[src/rtl/despejo_de_registradores_pkg.sv]
// Shared types and constants for the register-file dump transmitter.
package pkg_despejo;

  typedef enum logic [2:0] {
    OCIOSO,
    CABECALHO,
    BUSCA,
    ENVIO,
    FIM
  } estado_t;

  localparam logic [7:0] CABECALHO_BYTE      = 8'hA5;
  localparam int         NUM_REGS            = 32;
  localparam int         CLKS_PER_BIT_PADRAO = 434;

  // Byte i of a 32-bit word, i=3 being the most significant.
  function automatic logic [7:0] byte_de(input logic [31:0] w, input logic [1:0] i);
    return w[{i, 3'b000} +: 8];
  endfunction

endpackage

[src/rtl/despejo_de_registradores_if.sv]
// Signals between the dump transmitter and the register bank visualization port / host link.
interface despejo_de_registradores_if;
  import pkg_despejo::*;

  logic                        start;
  logic [$clog2(NUM_REGS)-1:0] end_reg_v;
  logic [31:0]                 reg_v;
  logic                        tx;
  logic                        busy;
  logic                        done;

  modport master (output start, reg_v, input end_reg_v, tx, busy, done);
  modport slave  (input start, reg_v, output end_reg_v, tx, busy, done);

endinterface

[src/rtl/despejo_de_registradores_uart_tx.sv]
// 8N1 byte transmitter; pronto is also high in the final stop-bit cycle so bytes chain with no gap.
module uart_tx_byte
  import pkg_despejo::*;
#(
  parameter int CLKS_PER_BIT = CLKS_PER_BIT_PADRAO
) (
  input  logic       clock,
  input  logic       reset,
  input  logic [7:0] dado,
  input  logic       valido,
  output logic       tx,
  output logic       pronto
);

  localparam int CW = (CLKS_PER_BIT > 2) ? $clog2(CLKS_PER_BIT) : 1;

  logic [CW-1:0] r_baud;
  logic [3:0]    r_bit;
  logic [9:0]    r_quadro;
  logic          r_ativo;
  logic          w_fim_bit;
  logic          w_aceita;

  assign w_fim_bit = (r_baud == CW'(CLKS_PER_BIT - 1));
  assign pronto    = !r_ativo || (w_fim_bit && (r_bit == 4'd9));
  assign w_aceita  = valido && pronto;
  assign tx        = r_ativo ? r_quadro[0] : 1'b1;

  always_ff @(posedge clock) begin
    if (reset) begin
      r_ativo <= 1'b0;
      r_baud  <= '0;
      r_bit   <= '0;
    end else if (w_aceita) begin
      r_ativo <= 1'b1;
      r_baud  <= '0;
      r_bit   <= '0;
    end else if (r_ativo) begin
      if (w_fim_bit) begin
        r_baud <= '0;
        if (r_bit == 4'd9) r_ativo <= 1'b0;
        else               r_bit   <= r_bit + 4'd1;
      end else begin
        r_baud <= r_baud + CW'(1);
      end
    end
  end

  // Frame shifts out LSB first: start bit, 8 data bits, stop bit.
  always_ff @(posedge clock) begin
    if (w_aceita)                  r_quadro <= {1'b1, dado, 1'b0};
    else if (r_ativo && w_fim_bit) r_quadro <= {1'b1, r_quadro[9:1]};
  end

endmodule

[src/rtl/despejo_de_registradores.sv]
// Walks all registers through the bank's visualization port and streams them over UART after an A5 header.
module despejo_de_registradores
  import pkg_despejo::*;
#(
  parameter int CLKS_PER_BIT = CLKS_PER_BIT_PADRAO
) (
  input logic                        clock,
  input logic                        reset,
  despejo_de_registradores_if.slave  bus
);

  estado_t     r_estado, w_prox;
  logic [4:0]  r_indice, w_prox_indice;
  logic [1:0]  r_byte, w_prox_byte;
  logic [31:0] r_foto;
  logic [7:0]  w_dado;
  logic        w_valido;
  logic        w_pronto;
  logic        w_tx;

  uart_tx_byte #(.CLKS_PER_BIT(CLKS_PER_BIT)) u_tx (
    .clock  (clock),
    .reset  (reset),
    .dado   (w_dado),
    .valido (w_valido),
    .tx     (w_tx),
    .pronto (w_pronto)
  );

  always_ff @(posedge clock) begin
    if (reset) begin
      r_estado <= OCIOSO;
      r_indice <= '0;
      r_byte   <= '0;
    end else begin
      r_estado <= w_prox;
      r_indice <= w_prox_indice;
      r_byte   <= w_prox_byte;
    end
  end

  // r_byte names the byte currently on the wire; the MSB goes out straight from reg_v during BUSCA.
  always_comb begin
    w_prox        = r_estado;
    w_prox_indice = r_indice;
    w_prox_byte   = r_byte;
    w_dado        = CABECALHO_BYTE;
    w_valido      = 1'b0;
    case (r_estado)
      OCIOSO: begin
        if (bus.start) begin
          w_valido = 1'b1;
          w_prox   = CABECALHO;
        end
      end
      CABECALHO: begin
        if (w_pronto) w_prox = BUSCA;
      end
      BUSCA: begin
        w_valido    = 1'b1;
        w_dado      = byte_de(bus.reg_v, 2'd3);
        w_prox_byte = 2'd3;
        w_prox      = ENVIO;
      end
      ENVIO: begin
        if (w_pronto) begin
          if (r_byte != 2'd0) begin
            w_valido    = 1'b1;
            w_dado      = byte_de(r_foto, r_byte - 2'd1);
            w_prox_byte = r_byte - 2'd1;
          end else if (r_indice == 5'(NUM_REGS - 1)) begin
            w_prox_indice = '0;
            w_prox        = FIM;
          end else begin
            w_prox_indice = r_indice + 5'd1;
            w_prox        = BUSCA;
          end
        end
      end
      FIM: w_prox = OCIOSO;
      default: w_prox = OCIOSO;
    endcase
  end

  always_ff @(posedge clock) begin
    if (r_estado == BUSCA) r_foto <= bus.reg_v;
  end

  assign bus.end_reg_v = r_indice;
  assign bus.tx        = w_tx;
  assign bus.busy      = (r_estado == CABECALHO) || (r_estado == BUSCA) || (r_estado == ENVIO);
  assign bus.done      = (r_estado == FIM);

endmodule

[src/flat_wrapper.sv]
// flat-port wrapper written by rule: the top's interface ports become plain ports
module despejo_de_registradores_flat import pkg_despejo::*;
#(
  parameter int CLKS_PER_BIT = CLKS_PER_BIT_PADRAO
)
  (clock, reset, bus_start, bus_reg_v, bus_end_reg_v, bus_tx, bus_busy, bus_done);
  despejo_de_registradores_if bus_i ();
  input logic clock;
  input logic reset;
  input wire logic [$bits(bus_i.start)-1:0] bus_start;
  input wire logic [$bits(bus_i.reg_v)-1:0] bus_reg_v;
  output wire logic [$bits(bus_i.end_reg_v)-1:0] bus_end_reg_v;
  output wire logic [$bits(bus_i.tx)-1:0] bus_tx;
  output wire logic [$bits(bus_i.busy)-1:0] bus_busy;
  output wire logic [$bits(bus_i.done)-1:0] bus_done;
  assign bus_i.start = bus_start;
  assign bus_i.reg_v = bus_reg_v;
  assign bus_end_reg_v = bus_i.end_reg_v;
  assign bus_tx = bus_i.tx;
  assign bus_busy = bus_i.busy;
  assign bus_done = bus_i.done;
  despejo_de_registradores #(.CLKS_PER_BIT(CLKS_PER_BIT)) u_core (.clock(clock), .reset(reset), .bus(bus_i));
endmodule
[config.mk]
export PLATFORM = sky130hd
export DESIGN_NAME = despejo_de_registradores_flat
export DESIGN_NICKNAME = d
export VERILOG_FILES = /design/src/rtl/despejo_de_registradores_pkg.sv /design/src/rtl/despejo_de_registradores_if.sv /design/src/rtl/despejo_de_registradores_uart_tx.sv /design/src/rtl/despejo_de_registradores.sv /design/src/flat_wrapper.sv
export SDC_FILE = /design/constraint.sdc
export NUM_CORES = 1
export LEC_CHECK = 0
export CAP_MARGIN = 25
export CORE_AREA = 2 2 77 79
export DETAILED_ROUTE_END_ITERATION = 12
export DIE_AREA = 0 0 79 81
export PLACE_DENSITY_LB_ADDON = 0.12
export SLEW_MARGIN = 20
export SYNTH_ARGS = -nofsm -noshare
export SYNTH_HDL_FRONTEND = slang
export SYNTH_SLANG_ARGS = --single-unit
[constraint.sdc]
create_clock -name clock -period 3.7 [get_ports clock]
set_clock_uncertainty 0.15 [all_clocks]
set_input_delay 0.925 -clock clock [delete_from_list [all_inputs] [get_ports clock]]
set_output_delay 0.925 -clock clock [all_outputs]
set_load 0.1 [all_outputs]
==> Yosys cells after proc, flatten, opt, wreduce, memory -nomap -nowiden <==
Index checks and enable logic that the tools add are counted.
{ "word_totals": {"ff_bits": 65, "out_inout_bits": 8, "ram_bits": 0, "latch_bits": 0, "memories": 0, "mem_bits_ro": 0} }
{ "op_classes": {"reduce_logical": 16, "addsub": 4, "mux": 25, "eq_ne": 12, "bitwise": 2, "multipliers": 0, "shifts": 1, "div_mod_pow": 0, "n_lt_le_gt_ge": 0} }
{ "ops": {"columns": ["operator", "n"], "rows": [
  ["32-bit by 6-bit indexed part select with 8-bit output", 1],
  ["9-bit 2-to-1 mux", 3],
  ["8-bit 2-to-1 mux", 2],
  ["8-bit one-hot mux with 2 select lines", 1],
  ["3-bit 2-to-1 mux", 5],
  ["3-bit one-hot mux with 4 select lines", 1],
  ["9-bit by 1-bit adder with 9-bit output, second input constant", 1],
  ["9-bit == test, second input constant", 1],
  ["3-bit AND reduction", 3],
  ["1-bit 2-to-1 mux", 8],
  ["2-bit != test, second input constant", 4],
  ["3-bit by 2-bit == test with 1-bit output, second input constant", 2],
  ["2-bit nonzero test", 3],
  ["5-bit by 1-bit adder with 5-bit output, second input constant", 1],
  ["5-bit == test, second input constant", 1],
  ["5-bit 2-to-1 mux", 1],
  ["4-bit by 1-bit adder with 4-bit output, second input constant", 1],
  ["4-bit == test, second input constant", 1],
  ["2-bit 2-to-1 mux", 2],
  ["2-bit one-hot mux with 2 select lines", 1],
  ["4-bit AND reduction", 1],
  ["3-bit by 1-bit == test with 1-bit output, second input constant", 1],
  ["3-bit == test, second input constant", 1],
  ["1-bit logical AND", 3],
  ["8 further kinds", 11]
]} }

==> Longest topological paths before layout <==
{ "depth": {"ltp_word": 7, "mapped_depth": 9} }

==> Modules after synthesis <==
A second synthesis with hierarchy kept.
{ "unflattened": {"cells_unflattened": 244, "area_unflattened_um2": 2984.1} }
{ "by_module_without_submodules": {"columns": ["module", "n_inst", "cells_each", "seq_area_each_um2", "area_per_inst_um2"], "rows": [
  ["despejo_de_registradores", 1, 116, 1161.1, 1795.5],
  ["uart_tx_byte", 1, 128, 540.5, 1188.6]
]} }

==> Worst setup path after synthesis <==
No wires, ideal clock.
{ "synth_path": {"path_type": "register to output", "start": "register u_core.r_estado[0]", "end": "output port bus_busy", "arrival_ns": 2.231, "setup_slack_ns": 0.394, "required_ns": 2.625, "path_stages_with_launch": 5, "path_cell_list": "dfxtp_1 clkbuf_1 buf_1 nor2_1 nor2_1"} }
{ "synth_between": {"elab_chain_cells": 3, "elab_cells_between_ends": 5, "classes_between": "eq/ne (3); reduce/logical (2)"} }
{ "synth_rtl": {"columns": ["element", "line", "source"], "rows": [
  ["start: declaration", "despejo_de_registradores.sv:12", "estado_t r_estado, w_prox;"],
  ["start signal: assignment", "despejo_de_registradores.sv:36", "r_estado <= w_prox;"],
  ["3-bit by 1-bit == test with 1-bit output or 3-bit by 2-bit == test with 1-bit output (tied branches)", "despejo_de_registradores.sv:91", "assign bus.busy = (r_estado == CABECALHO) || (r_estado == BUSCA) || (r_estado == ENVIO);"],
  ["1-bit logical OR", "despejo_de_registradores.sv:91", null],
  ["1-bit logical OR *", "despejo_de_registradores.sv:91", null],
  ["end: declaration", "flat_wrapper.sv:14", "output wire logic [$bits(bus_i.busy)-1:0] bus_busy;"]
]} }
Every way passes the cells marked *; elsewhere a longest branch is shown, timed or not.

==> Worst setup path in the final report <==
{ "layout_path": {"start": "register u_core.r_byte[0]", "end": "register u_core.u_tx.r_quadro[2], enable pin"} }
{ "layout_between": {"elab_chain_cells": 6} }
{ "layout_rtl": {"columns": ["element", "line", "source"], "rows": [
  ["start: declaration", "despejo_de_registradores.sv:14", "logic [1:0] r_byte, w_prox_byte;"],
  ["start signal: assignment", "despejo_de_registradores.sv:38", "r_byte <= w_prox_byte;"],
  ["2-bit nonzero test", "despejo_de_registradores.sv:67", "if (r_byte != 2'd0) begin"],
  ["1-bit 2-to-1 mux", "despejo_de_registradores.sv:67", null],
  ["1-bit 2-to-1 mux", "despejo_de_registradores.sv:66", "if (w_pronto) begin"],
  ["1-bit one-hot mux with 3 select lines", "despejo_de_registradores.sv:49", "case (r_estado)"],
  ["1-bit logical AND", "despejo_de_registradores_uart_tx.sv:26", "assign w_aceita = valido && pronto;"],
  ["2-bit nonzero test (no line)", null, null],
  ["end signal: assignment", "despejo_de_registradores_uart_tx.sv:51", "if (w_aceita) r_quadro <= {1'b1, dado, 1'b0};"],
  ["end signal: assignment", "despejo_de_registradores_uart_tx.sv:52", "else if (r_ativo && w_fim_bit) r_quadro <= {1'b1, r_quadro[9:1]};"],
  ["end: declaration", "despejo_de_registradores_uart_tx.sv:19", "logic [9:0] r_quadro;"]
]} }
No other way between the ends.
A chain may end at the register's enable or synchronous reset.

==> out/metrics.cfg <==
[setup_path]
path_class=register to register
cp_cell_sequence=inv_1, ha_1, nand2b_1, a21oi_1, nand2_1, nand2_1
r2r_slack_ps=960
start_kind=register
reg2reg_depth=6
cp_slowest_cell=dfxtp_1
end_kind=register
critPathMaxFanout=9
crit_required_ps=3540
worstPathArrival_ps=2590
slowest_delay_ps=600
path_common_cell=nand2_1

[routing]
wl_per_cell_um=14.0
routed_wl_um=5180
dr.pass1.iters=4
post_drt_via_cell_ratio=5.35
drc=0
first_iter_violations=80
vias=1981
drt.antenna.violating_nets=0

[global_route]
gr-usage-met2_pct=29.2
antenna_found_initial=0
grt_pass1_vias=1925
overflow=0
grt_pass1_wl_um=8730
grtUsageMet3_pct=4.22
grt_busiest_layer=met2
grt_start_max_net_pins=34
gr-usage-met1_pct=22.9
grt_use_total_pct=18.2

[sta]
worstMarginPinSlew_ps=598
clock.fmax_mhz=365
rsz0062_at_grt=no
layout_min_cycle_time_ps=2740
min_period_over_period_pct=74.1
tns_ps=0
relSlewSlack_pct=60.1
drv_slew=0
finalHoldViolCount=0
setup_violations=0

[yosys]
synth-seq-cells=65
syn_inst=243
synthMuxAreaShare_pct=7.66
synth-compound-area-share_pct=9.98
yosys.area_share.simple_pct=16.2
syn_nets=285
synthAdderAreaFrac_pct=3.01
seq_area_frac_synth_pct=58.5
synth_edf_count=40
synth_xor_area_share_pct=2.71
synth_flop_cell=edfxtp_1
async_reset_ff_share_pct=0
synth_top_family_by_area=simple AND/OR/NAND/NOR gates
ys_warn_count=0
avgSynthCellArea_um2=12.0
synth.distinct_cells=43
synth_area_mm2=0.00291

[hold_path]
min_path_cells=2
min_path_type=register to register

[run]
maxCapViolCount=0

[power_and_ir_drop]
swShare_pct=25.7
power_frac_seq_pct=51.8
p_leak_nw=1.26
comb_power_share_pct=16.4
switchingPower_w=0.000423
p_per_area_mw_per_mm2=461
p_int_w=0.00122
peakVddDrop_mv=0.272
clock_power_share_pct=31.8

[clock_network]
clock_path_buffers=2
cts.clk_slew.worst_paths_ps=70
cts_sinks=65
ctsHoldBuffers=0
numCtsBuffers=9
post_cts_buffers=0
ctsRootBufferMaster=clkbuf_8
ctsHtreeMaxLevel=3
post_cts_resized=0
cts_tree=built
insertion_delay_ps=330

[cells_and_area]
final_nets=332
multi_input_area_mm2=0.00115
stdcell_count=370
register_area_mm2=0.00170
area_growth_pct=22.5
drive_gt1_share_pct=12.2
final_common_cell=edfxtp_1
antenna_cells=0
fillers=486
final_cell_mix=40 x edfxtp_1, 34 x clkdlybuf4s50_1, 32 x nor2_1

[floorplanning]
die_w_um=79
die-area_mm2=0.00640
start_util_pct=51.3
io_pins=43
die_h_um=81
coreArea_mm2=0.00568
rows=28

[placement]
placed_cells=354
gp_congestion=0.752
numPortBuffers=42
hpwl_um=3590

[run_status]
outcome=complete, no violations

-- power groups by stage --
stage / registers [W] / clock network (W) / logic, W
final: 0.000852 / 0.000523 / 0.000270
after global routing: 0.000857 / 0.000570 / 0.000296
after CTS: 0.000853 / 0.000539 / 0.000273
after detailed placement: 0.000868 / 0 / 0.000271
after global placement: 0.000867 / 0 / 0.000269
after floorplan: 0.000857 / 0 / 0.000192
-- cells in the mapped netlist (4+ instances only) --
master / n / area share (%)
a21oi_1: 19 / 3.3
and3_1: 5 / 1.1
clkbuf_1: 7 / 0.90
dfxtp_1: 25 / 17
edfxtp_1: 40 / 41
ha_1: 7 / 3.0
inv_1: 6 / 0.77
mux2i_1: 11 / 3.8
mux4_2: 5 / 3.9
nand2_1: 23 / 3.0
nand2b_1: 4 / 0.86
nor2_1: 33 / 4.3
nor3_1: 5 / 0.86
o2bb2ai_1: 4 / 1.2
xnor2_1: 4 / 1.2
xor2_1: 5 / 1.5
-- stage by stage --
stage	setup slack [ps]	instance area (µm²)	util [%]	power (W)	hold WS [ps]
3_5_place_dp	848	3390	59.8	0.00114	357
5_1_grt	628	3560	62.8	0.00172	398
3_3_place_gp	881	3390	59.8	0.00114	338
4_1_cts	901	3560	62.8	0.00166	369
2_1_floorplan	394	2910	-	0.00105	320
6_report	957	3560	62.8	0.00164	365
-- final timing paths --
kind / start / end
min reg2reg: u_core.u_tx.r_bit[1]$_SDFFE_PP0P_ / u_core.u_tx.r_bit[1]$_SDFFE_PP0P_
min: u_core.u_tx.r_bit[1]$_SDFFE_PP0P_ / u_core.u_tx.r_bit[1]$_SDFFE_PP0P_
max: u_core.r_byte[0]$_SDFFE_PP0P_ / u_core.u_tx.r_quadro[2]$_DFFE_PP_
max reg2reg: u_core.r_byte[0]$_SDFFE_PP0P_ / u_core.u_tx.r_quadro[2]$_DFFE_PP_
-- logic make-up (layout without fill, tap and decap cells) --
logic type / count (synthesis) / count (layout)
multiplexers: 16 / 16
AND/OR/NAND/NOR: 89 / 89
flip-flops: 65 / 65
adder cells (fa/ha/maj): 7 / 7
XOR/XNOR: 9 / 9
buffers and inverters: 15 / 67
AO/OA/AOI/OAI: 42 / 42
-- state kept, by name, indices dropped and copies added (netlist names) --
name                  flops
u_core.r_foto            32
u_core.u_tx.r_baud        9
u_core.u_tx.r_quadro      9
u_core.bus.end_reg_v      5
u_core.u_tx.r_bit         4
u_core.r_estado           3
u_core.r_byte             2
u_core.u_tx.r_ativo       1
-- worst max-delay path, delay by kind of cell, from the launching register on --
| family | cells | cell delay [ps] |
|---|---|---|
| simple gates | 3 | 850 |
| flops | 1 | 600 |
| fa+ha+maj | 1 | 360 |
| compound gates | 1 | 300 |
| buf+inv | 1 | 140 |
-- routing by layer --
layer  routed length [µm]  up-vias  share of wire, %
li1                     -      996                 -
met1                 2390      931                46
met2                 2450       41                47
met3                  203       13               3.9
met4                  135        0               2.6
met5                    0        -                 0
-- layout make-up --
| cell class | instances | share of cell area [%] |
|---|---|---|
| clock buffers | 16 | 4.77 |
| multi-input cells | 163 | 32.4 |
| repair buffers | 45 | 11.9 |
| well taps | 75 | 2.63 |
| flip-flops and latches | 65 | 47.7 |
| inverters | 6 | 0.632 |
No activity file was read; power rests on OpenSTA's default activity.
